$ cat config.mk
export PLATFORM = sky130hd
export DESIGN_NAME = instruction_encoder
export DESIGN_NICKNAME = d
export VERILOG_FILES = /design/src/rtl/instruction_encoder_pkg.sv /design/src/rtl/instruction_encoder_fifo.sv /design/src/rtl/instruction_encoder.sv
export SDC_FILE = /design/constraint.sdc
export NUM_CORES = 1
export LEC_CHECK = 0
export CORE_MARGIN = 2
export CORE_UTILIZATION = 45
export DETAILED_ROUTE_END_ITERATION = 16
export DONT_BUFFER_PORTS = 1
export GPL_TIMING_DRIVEN = 0
export SLEW_MARGIN = 20
export SYNTH_ARGS = -nofsm -noshare
export SYNTH_HDL_FRONTEND = slang
export SYNTH_SLANG_ARGS = --single-unit
$ cat constraint.sdc
create_clock -name clk -period 2.8 [get_ports clk]
set_input_delay 0.56 -clock clk [delete_from_list [all_inputs] [get_ports clk]]
set_output_delay 0.56 -clock clk [all_outputs]
set_load 0.01 [all_outputs]
$ cat src/rtl/instruction_encoder_pkg.sv
// Shared RV32IM encoding constants, op enumeration, error codes and immediate limits
// used by the instruction encoder (values match the core's decoder).
package instruction_encoder_pkg;

  localparam int unsigned INSTRUCTION_WIDTH = 32;
  localparam int unsigned DATA_WIDTH        = 32;
  localparam int unsigned REGADDR_WIDTH     = 5;
  localparam int unsigned OP_WIDTH          = 5;

  typedef enum logic [OP_WIDTH-1:0] {
    OP_ADDI = 5'd0,  OP_SLTI = 5'd1,  OP_SLTIU = 5'd2,
    OP_ADD  = 5'd3,  OP_SUB  = 5'd4,  OP_SLT   = 5'd5,  OP_SLTU = 5'd6,
    OP_MUL  = 5'd7,  OP_DIV  = 5'd8,  OP_DIVU  = 5'd9,  OP_REM  = 5'd10, OP_REMU = 5'd11,
    OP_JAL  = 5'd12,
    OP_BEQ  = 5'd13, OP_BNE  = 5'd14, OP_BLT   = 5'd15, OP_BGE  = 5'd16,
    OP_BLTU = 5'd17, OP_BGEU = 5'd18,
    OP_LB   = 5'd19, OP_LH   = 5'd20, OP_LW    = 5'd21, OP_LBU  = 5'd22, OP_LHU  = 5'd23,
    OP_SB   = 5'd24, OP_SH   = 5'd25, OP_SW    = 5'd26
  } op_e;

  localparam logic [6:0] OPC_OP_IMM = 7'h13;
  localparam logic [6:0] OPC_OP     = 7'h33;
  localparam logic [6:0] OPC_JAL    = 7'h6f;
  localparam logic [6:0] OPC_BRANCH = 7'h63;
  localparam logic [6:0] OPC_LOAD   = 7'h03;
  localparam logic [6:0] OPC_STORE  = 7'h23;

  localparam logic [2:0] F3_ADD  = 3'd0, F3_SLT  = 3'd2, F3_SLTU = 3'd3;
  localparam logic [2:0] F3_MUL  = 3'd0, F3_DIV  = 3'd4, F3_DIVU = 3'd5;
  localparam logic [2:0] F3_REM  = 3'd6, F3_REMU = 3'd7;
  localparam logic [2:0] F3_BEQ  = 3'd0, F3_BNE  = 3'd1, F3_BLT  = 3'd4;
  localparam logic [2:0] F3_BGE  = 3'd5, F3_BLTU = 3'd6, F3_BGEU = 3'd7;
  localparam logic [2:0] F3_LB   = 3'd0, F3_LH   = 3'd1, F3_LW   = 3'd2;
  localparam logic [2:0] F3_LBU  = 3'd4, F3_LHU  = 3'd5;
  localparam logic [2:0] F3_SB   = 3'd0, F3_SH   = 3'd1, F3_SW   = 3'd2;

  localparam logic [6:0] F7_BASE   = 7'h00;
  localparam logic [6:0] F7_SUB    = 7'h20;
  localparam logic [6:0] F7_MULDIV = 7'h01;

  typedef enum logic [1:0] {
    ERR_NONE       = 2'd0,
    ERR_ILLEGAL_OP = 2'd1,
    ERR_IMM_RANGE  = 2'd2,
    ERR_ODD_OFFSET = 2'd3
  } err_code_e;

  typedef enum logic [2:0] {FMT_I, FMT_R, FMT_S, FMT_B, FMT_J, FMT_BAD} fmt_e;

  localparam int IMM12_MIN = -2048;
  localparam int IMM12_MAX = 2047;
  localparam int IMM_B_MIN = -4096;
  localparam int IMM_B_MAX = 4094;
  localparam int IMM_J_MIN = -1048576;
  localparam int IMM_J_MAX = 1048574;

  typedef struct packed {
    logic [OP_WIDTH-1:0]      op;
    logic [REGADDR_WIDTH-1:0] rd;
    logic [REGADDR_WIDTH-1:0] rs1;
    logic [REGADDR_WIDTH-1:0] rs2;
    logic [DATA_WIDTH-1:0]    imm;
  } desc_t;

endpackage

$ cat src/rtl/instruction_encoder_fifo.sv
// Two-entry synchronous FIFO with flush; simultaneous push and pop allowed when full.
module instruction_encoder_fifo #(
  parameter int unsigned WIDTH = 42
) (
  input  logic             clk,
  input  logic             reset_n,
  input  logic             flush,
  input  logic             push,
  input  logic [WIDTH-1:0] wdata,
  input  logic             pop,
  output logic [WIDTH-1:0] rdata,
  output logic             full,
  output logic             empty
);

  logic [WIDTH-1:0] mem [2];
  logic             wr_ptr;
  logic             rd_ptr;
  logic [1:0]       used;

  always_ff @(posedge clk or negedge reset_n) begin
    if (!reset_n) begin
      mem[0] <= '0;
      mem[1] <= '0;
      wr_ptr <= 1'b0;
      rd_ptr <= 1'b0;
      used   <= 2'd0;
    end else if (flush) begin
      wr_ptr <= 1'b0;
      rd_ptr <= 1'b0;
      used   <= 2'd0;
    end else begin
      if (push) begin
        mem[wr_ptr] <= wdata;
        wr_ptr      <= ~wr_ptr;
      end
      if (pop) rd_ptr <= ~rd_ptr;
      case ({push, pop})
        2'b10:   used <= used + 2'd1;
        2'b01:   used <= used - 2'd1;
        default: used <= used;
      endcase
    end
  end

  assign rdata = mem[rd_ptr];
  assign full  = (used == 2'd2);
  assign empty = (used == 2'd0);

endmodule

$ cat src/rtl/instruction_encoder.sv
// Encodes operation descriptors into RV32IM words, stamps each with a sequential
// instruction-memory address and buffers it for the memory writer.
module instruction_encoder
  import instruction_encoder_pkg::*;
#(
  parameter int unsigned ADDR_WIDTH = 10,
  parameter int unsigned BASE_ADDR  = 0
) (
  input  logic                         clk,
  input  logic                         reset_n,
  input  logic                         flush,
  input  logic                         in_valid,
  output logic                         in_ready,
  input  logic [OP_WIDTH-1:0]          op,
  input  logic [REGADDR_WIDTH-1:0]     rd,
  input  logic [REGADDR_WIDTH-1:0]     rs1,
  input  logic [REGADDR_WIDTH-1:0]     rs2,
  input  logic [DATA_WIDTH-1:0]        imm,
  output logic                         out_valid,
  input  logic                         out_ready,
  output logic [INSTRUCTION_WIDTH-1:0] out_instruction,
  output logic [ADDR_WIDTH-1:0]        out_addr,
  output logic [ADDR_WIDTH:0]          count,
  output logic                         err,
  output logic [1:0]                   err_code
);

  localparam int unsigned            FIFO_W    = INSTRUCTION_WIDTH + ADDR_WIDTH;
  localparam logic [ADDR_WIDTH-1:0]  ADDR_RST  = ADDR_WIDTH'(BASE_ADDR);
  localparam logic [ADDR_WIDTH:0]    COUNT_MAX = {1'b1, {ADDR_WIDTH{1'b0}}};

  desc_t                         s1;
  logic                          s1_valid;
  fmt_e                          fmt;
  logic [6:0]                    opcode;
  logic [2:0]                    funct3;
  logic [6:0]                    funct7;
  logic [INSTRUCTION_WIDTH-1:0]  word_c;
  err_code_e                     chk_c;
  logic signed [DATA_WIDTH-1:0]  simm;
  logic                          illegal;
  logic                          fifo_full;
  logic                          fifo_empty;
  logic                          pop;
  logic                          fifo_space;
  logic                          s1_move;
  logic                          push;
  logic                          accept;
  logic [ADDR_WIDTH-1:0]         next_addr;
  logic [FIFO_W-1:0]             fifo_rdata;
  logic [INSTRUCTION_WIDTH-1:0]  fifo_instr;
  logic [ADDR_WIDTH-1:0]         fifo_addr;

  assign simm = $signed(s1.imm);

  // Format, opcode and funct fields for the descriptor held in stage 1
  always_comb begin
    fmt    = FMT_BAD;
    opcode = '0;
    funct3 = '0;
    funct7 = F7_BASE;
    case (s1.op)
      OP_ADDI:  begin fmt = FMT_I; opcode = OPC_OP_IMM; funct3 = F3_ADD;  end
      OP_SLTI:  begin fmt = FMT_I; opcode = OPC_OP_IMM; funct3 = F3_SLT;  end
      OP_SLTIU: begin fmt = FMT_I; opcode = OPC_OP_IMM; funct3 = F3_SLTU; end
      OP_ADD:   begin fmt = FMT_R; opcode = OPC_OP; funct3 = F3_ADD;  end
      OP_SUB:   begin fmt = FMT_R; opcode = OPC_OP; funct3 = F3_ADD;  funct7 = F7_SUB;    end
      OP_SLT:   begin fmt = FMT_R; opcode = OPC_OP; funct3 = F3_SLT;  end
      OP_SLTU:  begin fmt = FMT_R; opcode = OPC_OP; funct3 = F3_SLTU; end
      OP_MUL:   begin fmt = FMT_R; opcode = OPC_OP; funct3 = F3_MUL;  funct7 = F7_MULDIV; end
      OP_DIV:   begin fmt = FMT_R; opcode = OPC_OP; funct3 = F3_DIV;  funct7 = F7_MULDIV; end
      OP_DIVU:  begin fmt = FMT_R; opcode = OPC_OP; funct3 = F3_DIVU; funct7 = F7_MULDIV; end
      OP_REM:   begin fmt = FMT_R; opcode = OPC_OP; funct3 = F3_REM;  funct7 = F7_MULDIV; end
      OP_REMU:  begin fmt = FMT_R; opcode = OPC_OP; funct3 = F3_REMU; funct7 = F7_MULDIV; end
      OP_JAL:   begin fmt = FMT_J; opcode = OPC_JAL; end
      OP_BEQ:   begin fmt = FMT_B; opcode = OPC_BRANCH; funct3 = F3_BEQ;  end
      OP_BNE:   begin fmt = FMT_B; opcode = OPC_BRANCH; funct3 = F3_BNE;  end
      OP_BLT:   begin fmt = FMT_B; opcode = OPC_BRANCH; funct3 = F3_BLT;  end
      OP_BGE:   begin fmt = FMT_B; opcode = OPC_BRANCH; funct3 = F3_BGE;  end
      OP_BLTU:  begin fmt = FMT_B; opcode = OPC_BRANCH; funct3 = F3_BLTU; end
      OP_BGEU:  begin fmt = FMT_B; opcode = OPC_BRANCH; funct3 = F3_BGEU; end
      OP_LB:    begin fmt = FMT_I; opcode = OPC_LOAD;  funct3 = F3_LB;  end
      OP_LH:    begin fmt = FMT_I; opcode = OPC_LOAD;  funct3 = F3_LH;  end
      OP_LW:    begin fmt = FMT_I; opcode = OPC_LOAD;  funct3 = F3_LW;  end
      OP_LBU:   begin fmt = FMT_I; opcode = OPC_LOAD;  funct3 = F3_LBU; end
      OP_LHU:   begin fmt = FMT_I; opcode = OPC_LOAD;  funct3 = F3_LHU; end
      OP_SB:    begin fmt = FMT_S; opcode = OPC_STORE; funct3 = F3_SB;  end
      OP_SH:    begin fmt = FMT_S; opcode = OPC_STORE; funct3 = F3_SH;  end
      OP_SW:    begin fmt = FMT_S; opcode = OPC_STORE; funct3 = F3_SW;  end
      default:  fmt = FMT_BAD;
    endcase
  end

  // Field packing; unused register fields of each format stay zero
  always_comb begin
    word_c = '0;
    case (fmt)
      FMT_I: word_c = {s1.imm[11:0], s1.rs1, funct3, s1.rd, opcode};
      FMT_R: word_c = {funct7, s1.rs2, s1.rs1, funct3, s1.rd, opcode};
      FMT_S: word_c = {s1.imm[11:5], s1.rs2, s1.rs1, funct3, s1.imm[4:0], opcode};
      FMT_B: word_c = {s1.imm[12], s1.imm[10:5], s1.rs2, s1.rs1, funct3,
                       s1.imm[4:1], s1.imm[11], opcode};
      FMT_J: word_c = {s1.imm[20], s1.imm[10:1], s1.imm[11], s1.imm[19:12], s1.rd, opcode};
      default: word_c = '0;
    endcase
  end

  // Legality check; earlier tests win so the code reflects the highest-priority fault
  always_comb begin
    chk_c = ERR_NONE;
    case (fmt)
      FMT_I, FMT_S: if (simm < IMM12_MIN || simm > IMM12_MAX) chk_c = ERR_IMM_RANGE;
      FMT_B: begin
        if (simm < IMM_B_MIN || simm > IMM_B_MAX) chk_c = ERR_IMM_RANGE;
        else if (s1.imm[0])                       chk_c = ERR_ODD_OFFSET;
      end
      FMT_J: begin
        if (simm < IMM_J_MIN || simm > IMM_J_MAX) chk_c = ERR_IMM_RANGE;
        else if (s1.imm[0])                       chk_c = ERR_ODD_OFFSET;
      end
      FMT_R:   chk_c = ERR_NONE;
      default: chk_c = ERR_ILLEGAL_OP;
    endcase
  end

  assign illegal    = (chk_c != ERR_NONE);
  assign pop        = out_valid && out_ready;
  assign fifo_space = !fifo_full || pop;
  assign s1_move    = s1_valid && (illegal || fifo_space);
  assign push       = !flush && s1_valid && !illegal && fifo_space;
  assign in_ready   = !flush && (!s1_valid || s1_move);
  assign accept     = in_valid && in_ready;

  always_ff @(posedge clk or negedge reset_n) begin
    if (!reset_n) begin
      s1_valid <= 1'b0;
      s1       <= '0;
    end else if (flush) begin
      s1_valid <= 1'b0;
    end else if (accept) begin
      s1_valid <= 1'b1;
      s1       <= {op, rd, rs1, rs2, imm};
    end else if (s1_move) begin
      s1_valid <= 1'b0;
    end
  end

  // Address/count advance only on real FIFO writes; the first error code is kept
  always_ff @(posedge clk or negedge reset_n) begin
    if (!reset_n) begin
      next_addr <= ADDR_RST;
      count     <= '0;
      err       <= 1'b0;
      err_code  <= ERR_NONE;
    end else if (flush) begin
      next_addr <= ADDR_RST;
      count     <= '0;
      err       <= 1'b0;
      err_code  <= ERR_NONE;
    end else begin
      if (push) begin
        next_addr <= next_addr + ADDR_WIDTH'(1);
        if (count != COUNT_MAX) count <= count + (ADDR_WIDTH+1)'(1);
      end
      if (s1_valid && illegal) begin
        err <= 1'b1;
        if (!err) err_code <= chk_c;
      end
    end
  end

  instruction_encoder_fifo #(
    .WIDTH (FIFO_W)
  ) u_fifo (
    .clk     (clk),
    .reset_n (reset_n),
    .flush   (flush),
    .push    (push),
    .wdata   ({word_c, next_addr}),
    .pop     (pop),
    .rdata   (fifo_rdata),
    .full    (fifo_full),
    .empty   (fifo_empty)
  );

  assign {fifo_instr, fifo_addr} = fifo_rdata;
  assign out_valid       = !fifo_empty;
  assign out_instruction = out_valid ? fifo_instr : '0;
  assign out_addr        = out_valid ? fifo_addr : next_addr;

endmodule
==> impl_metrics.py <==
metrics = {
    "final_layout": {
        "drive_gt1_share_pct": 19.3,
        "most-common-layout-cells": "dfrtp_1, nor2_1, nand2_1, mux2_2, mux2i_1",
        "mostFrequentLayoutCell": "dfrtp_1",
        "finalInstanceArea_sq_um": 9220,
        "area_growth_syn_to_layout_pct": 16.5,
        "final_net_count": 884,
        "n_fill_cell": 1497,
    },
    "floorplan": {
        "std_cell_rows": 48,
        "fp.coreArea_sq_um": 17200,
        "dieArea_sq_um": 18700,
        "die_x_um": 137,
        "ios": 115,
        "die_h_um": 137,
        "initial_utilization_pct": 45.9,
    },
    "global_route": {
        "grt.busiest_layer": "met2",
        "grt_antenna_before_repair": 4,
        "grt_pass1_wl_um": 32100,
        "track_usage_pct": 22.5,
        "globalRouteMet2Util_pct": 34.8,
        "met3_usage_pct": 6.74,
        "grt_max_degree": 162,
        "grt_pass1_vias": 5951,
        "grtUsageMet1_pct": 30.7,
        "overflow": 0,
    },
    "routing": {
        "routed-via-count": 5994,
        "vias_per_cell": 5.63,
        "drt-pass1-iter-count": 5,
        "wl_per_cell_um": 19.2,
        "routed_wl_um": 20400,
        "drtIter0Drc": 420,
        "drtAntennaViolNets": 0,
        "drc": 0,
    },
    "clocking": {
        "root_buffer": "clkbuf_16",
        "cts_tree": "built",
        "ctsHtreeMaxLevel": 4,
        "path_clk_slew_ns": 0.06,
        "clock_latency_ns": 0.43,
        "cts_buffers": 17,
        "cts_sinks": 161,
        "clockBufferDepth": 2,
    },
    "synthesis": {
        "synthAdderAreaFrac_pct": 0.474,
        "synth-edff-count": 0,
        "yosysWarnings": 0,
        "netlist_instances": 787,
        "yosysSeqAreaShare_pct": 50.9,
        "synth-compound-area-share_pct": 9.71,
        "synth_xor_area_share_pct": 1.99,
        "yosys.area_share.simple_pct": 17.7,
        "ys_seq_elements": 161,
        "syn_area_per_cell_sq_um": 10.1,
        "synthesis.nets": 847,
        "muxShareOfSynthArea_pct": 15.3,
        "synthesis.area_sq_um": 7910,
        "synth_cell_types": 57,
        "synthArstFlopShare_pct": 100,
        "synth_top_family_by_area": "simple AND/OR/NAND/NOR gates",
        "synth_ff_type": "dfrtp_1",
    },
    "pwr": {
        "peakVddDrop_uv": 536,
        "power-per-cell-area_nw_per_um2": 757,
        "power_mw": 6.98,
        "p_leak_nw": 3.89,
    },
    "run": {
        "maxCapViolations": 0,
    },
    "sta": {
        "hold_viol_final": 161,
        "rsz0062_at_grt": "yes",
        "worst_pin_slew_ns": 0.878,
        "finalWorstSetupSlack_ns": -0.163,
        "setup_viol": 101,
        "finalCritPeriodShare_pct": 106,
        "finalMaxSlewViolations": 0,
        "hold_ws_ns": -0.179,
        "slew-limit-headroom_pct": 41.1,
        "max_freq_ghz": 0.338,
        "fin_crit_ns": 2.96,
        "fin_worst_skew_ns": 0.0155,
    },
    "placed_design": {
        "dp_hpwl_um": 14600,
        "io_buffers": 0,
        "dp_worst_setup_slack_ns": -0.480,
        "globalplace.congestion": 0.882,
        "place_area_sq_um": 8190,
    },
    "min_path": {
        "hp-class": "input pin to async pin",
    },
    "critical_path": {
        "crit_required_ns": 3.11,
        "path_cells": "nor4_4 > nand3_2 > nand3b_1 > o211a_1 > a221o_2 > buf_6 > or4_4 > buf_8 > mux2_1",
        "end_kind": "flop",
        "crit_path_max_fanout": 9,
        "critPathMaxStageDelay_ns": 0.53,
        "crit_family": "simple AND/OR/NAND/NOR gates",
        "worst-path-buf-inv": 2,
        "startpoint_type": "flop",
        "critical_path_class": "flop to flop",
        "cp.arrival_ns": 3.28,
        "worst_path_max_delay_cell": "or4_4",
    },
    "outcome": {
        "violations": "hold timing, setup timing",
        "status": "complete, but fails checks",
    },
}
==> what timing repair did <==
action | in CTS | in global routing
pin swaps | 7 | 10
gates cloned | 0 | 1
endpoints found under the hold margin | 161 | 161
gates resized for setup | 33 | 36
setup buffers | 12 | 7
setup endpoints to repair | 143 | 159
==> power by group <==
group,leakage [nW],switching (mW),internal [mW]
sequential,2.07,0.341,2.83
combinational,1.53,0.803,0.610
clock,0.291,0.948,1.45
==> worst paths after layout <==
path                                 from        endpoint  slack, ns  cells after the start
min                               reset_n          s1[37]      -0.18                      0
min reg2reg                u_fifo.mem[53]  u_fifo.mem[53]       0.47                      1
max in group asynchronous         reset_n    next_addr[9]       2.78                      0
min in group clk                   rs1[3]          s1[40]       0.26                      1
max reg2reg                      simm[25]   u_fifo.mem[5]      -0.16                      9
max                              simm[25]   u_fifo.mem[5]      -0.16                      9
==> sequential cells by signal (all words and copies together), names as in the netlist, 2 cells and up <==
name / count
u_fifo.used: 2
s1: 20
u_fifo.mem: 80
err_code: 2
next_addr: 10
count: 11
simm: 32
==> cell families after synthesis <==
group                      Yosys count
buffers and inverters               63
muxes                              112
adders and majority gates            3
AOI/OAI and AO/OA                  126
DFF                                161
xor gates and xnor gates            18
and+or+nand+nor                    304
==> cell usage after synthesis, types with 10 or more instances <==
cell | count | area (sq um)
mux2i_1 | 42 | 420
nor3_1 | 18 | 90.1
a22oi_1 | 14 | 105
o21ai_1 | 14 | 70.1
nor2b_1 | 13 | 81.3
clkbuf_1 | 28 | 105
nand4_1 | 19 | 119
nor2_1 | 110 | 413
nand2_1 | 95 | 357
dfrtp_1 | 161 | 4030
buf_2 | 10 | 50.1
mux2_1 | 17 | 191
xnor2_1 | 15 | 131
a21oi_1 | 36 | 180
mux2_2 | 53 | 597
o21ai_0 | 32 | 160
==> per-layer routing <==
| layer | routed length, um | vias to the layer above |
|---|---|---|
| li1 | - | 2830 |
| met1 | 9130 | 2970 |
| met2 | 9690 | 169 |
| met3 | 1320 | 23 |
| met4 | 281 | 2 |
| met5 | 11 | - |
==> layout make-up <==
type,instances,area (sq um),share of cell area (%)
clock buffers,19,453,4.92
inverters,10,37.5,0.407
well taps,225,282,3.05
plain buffers,51,340,3.69
multi-input cells,563,3720,40.3
diodes,3,7.51,0.0815
clock inverters,12,158,1.71
repair buffers,20,190,2.06
flip-flops and latches,161,4030,43.7
==> through the flow <==
step	util, %	hold slack, ns	TNS, ns	std cells
6_report	53.5	-0.179	-5.01	1064
4_1_cts	52.4	-0.191	-7.04	1053
2_1_floorplan	-	0.264	0	787
3_3_place_gp	47.5	0.271	-34.40	1012
3_5_place_dp	47.5	0.268	-42.11	1012
5_1_grt	53.4	-0.195	-20.43	1063
(Power assumes the default switching activity.)
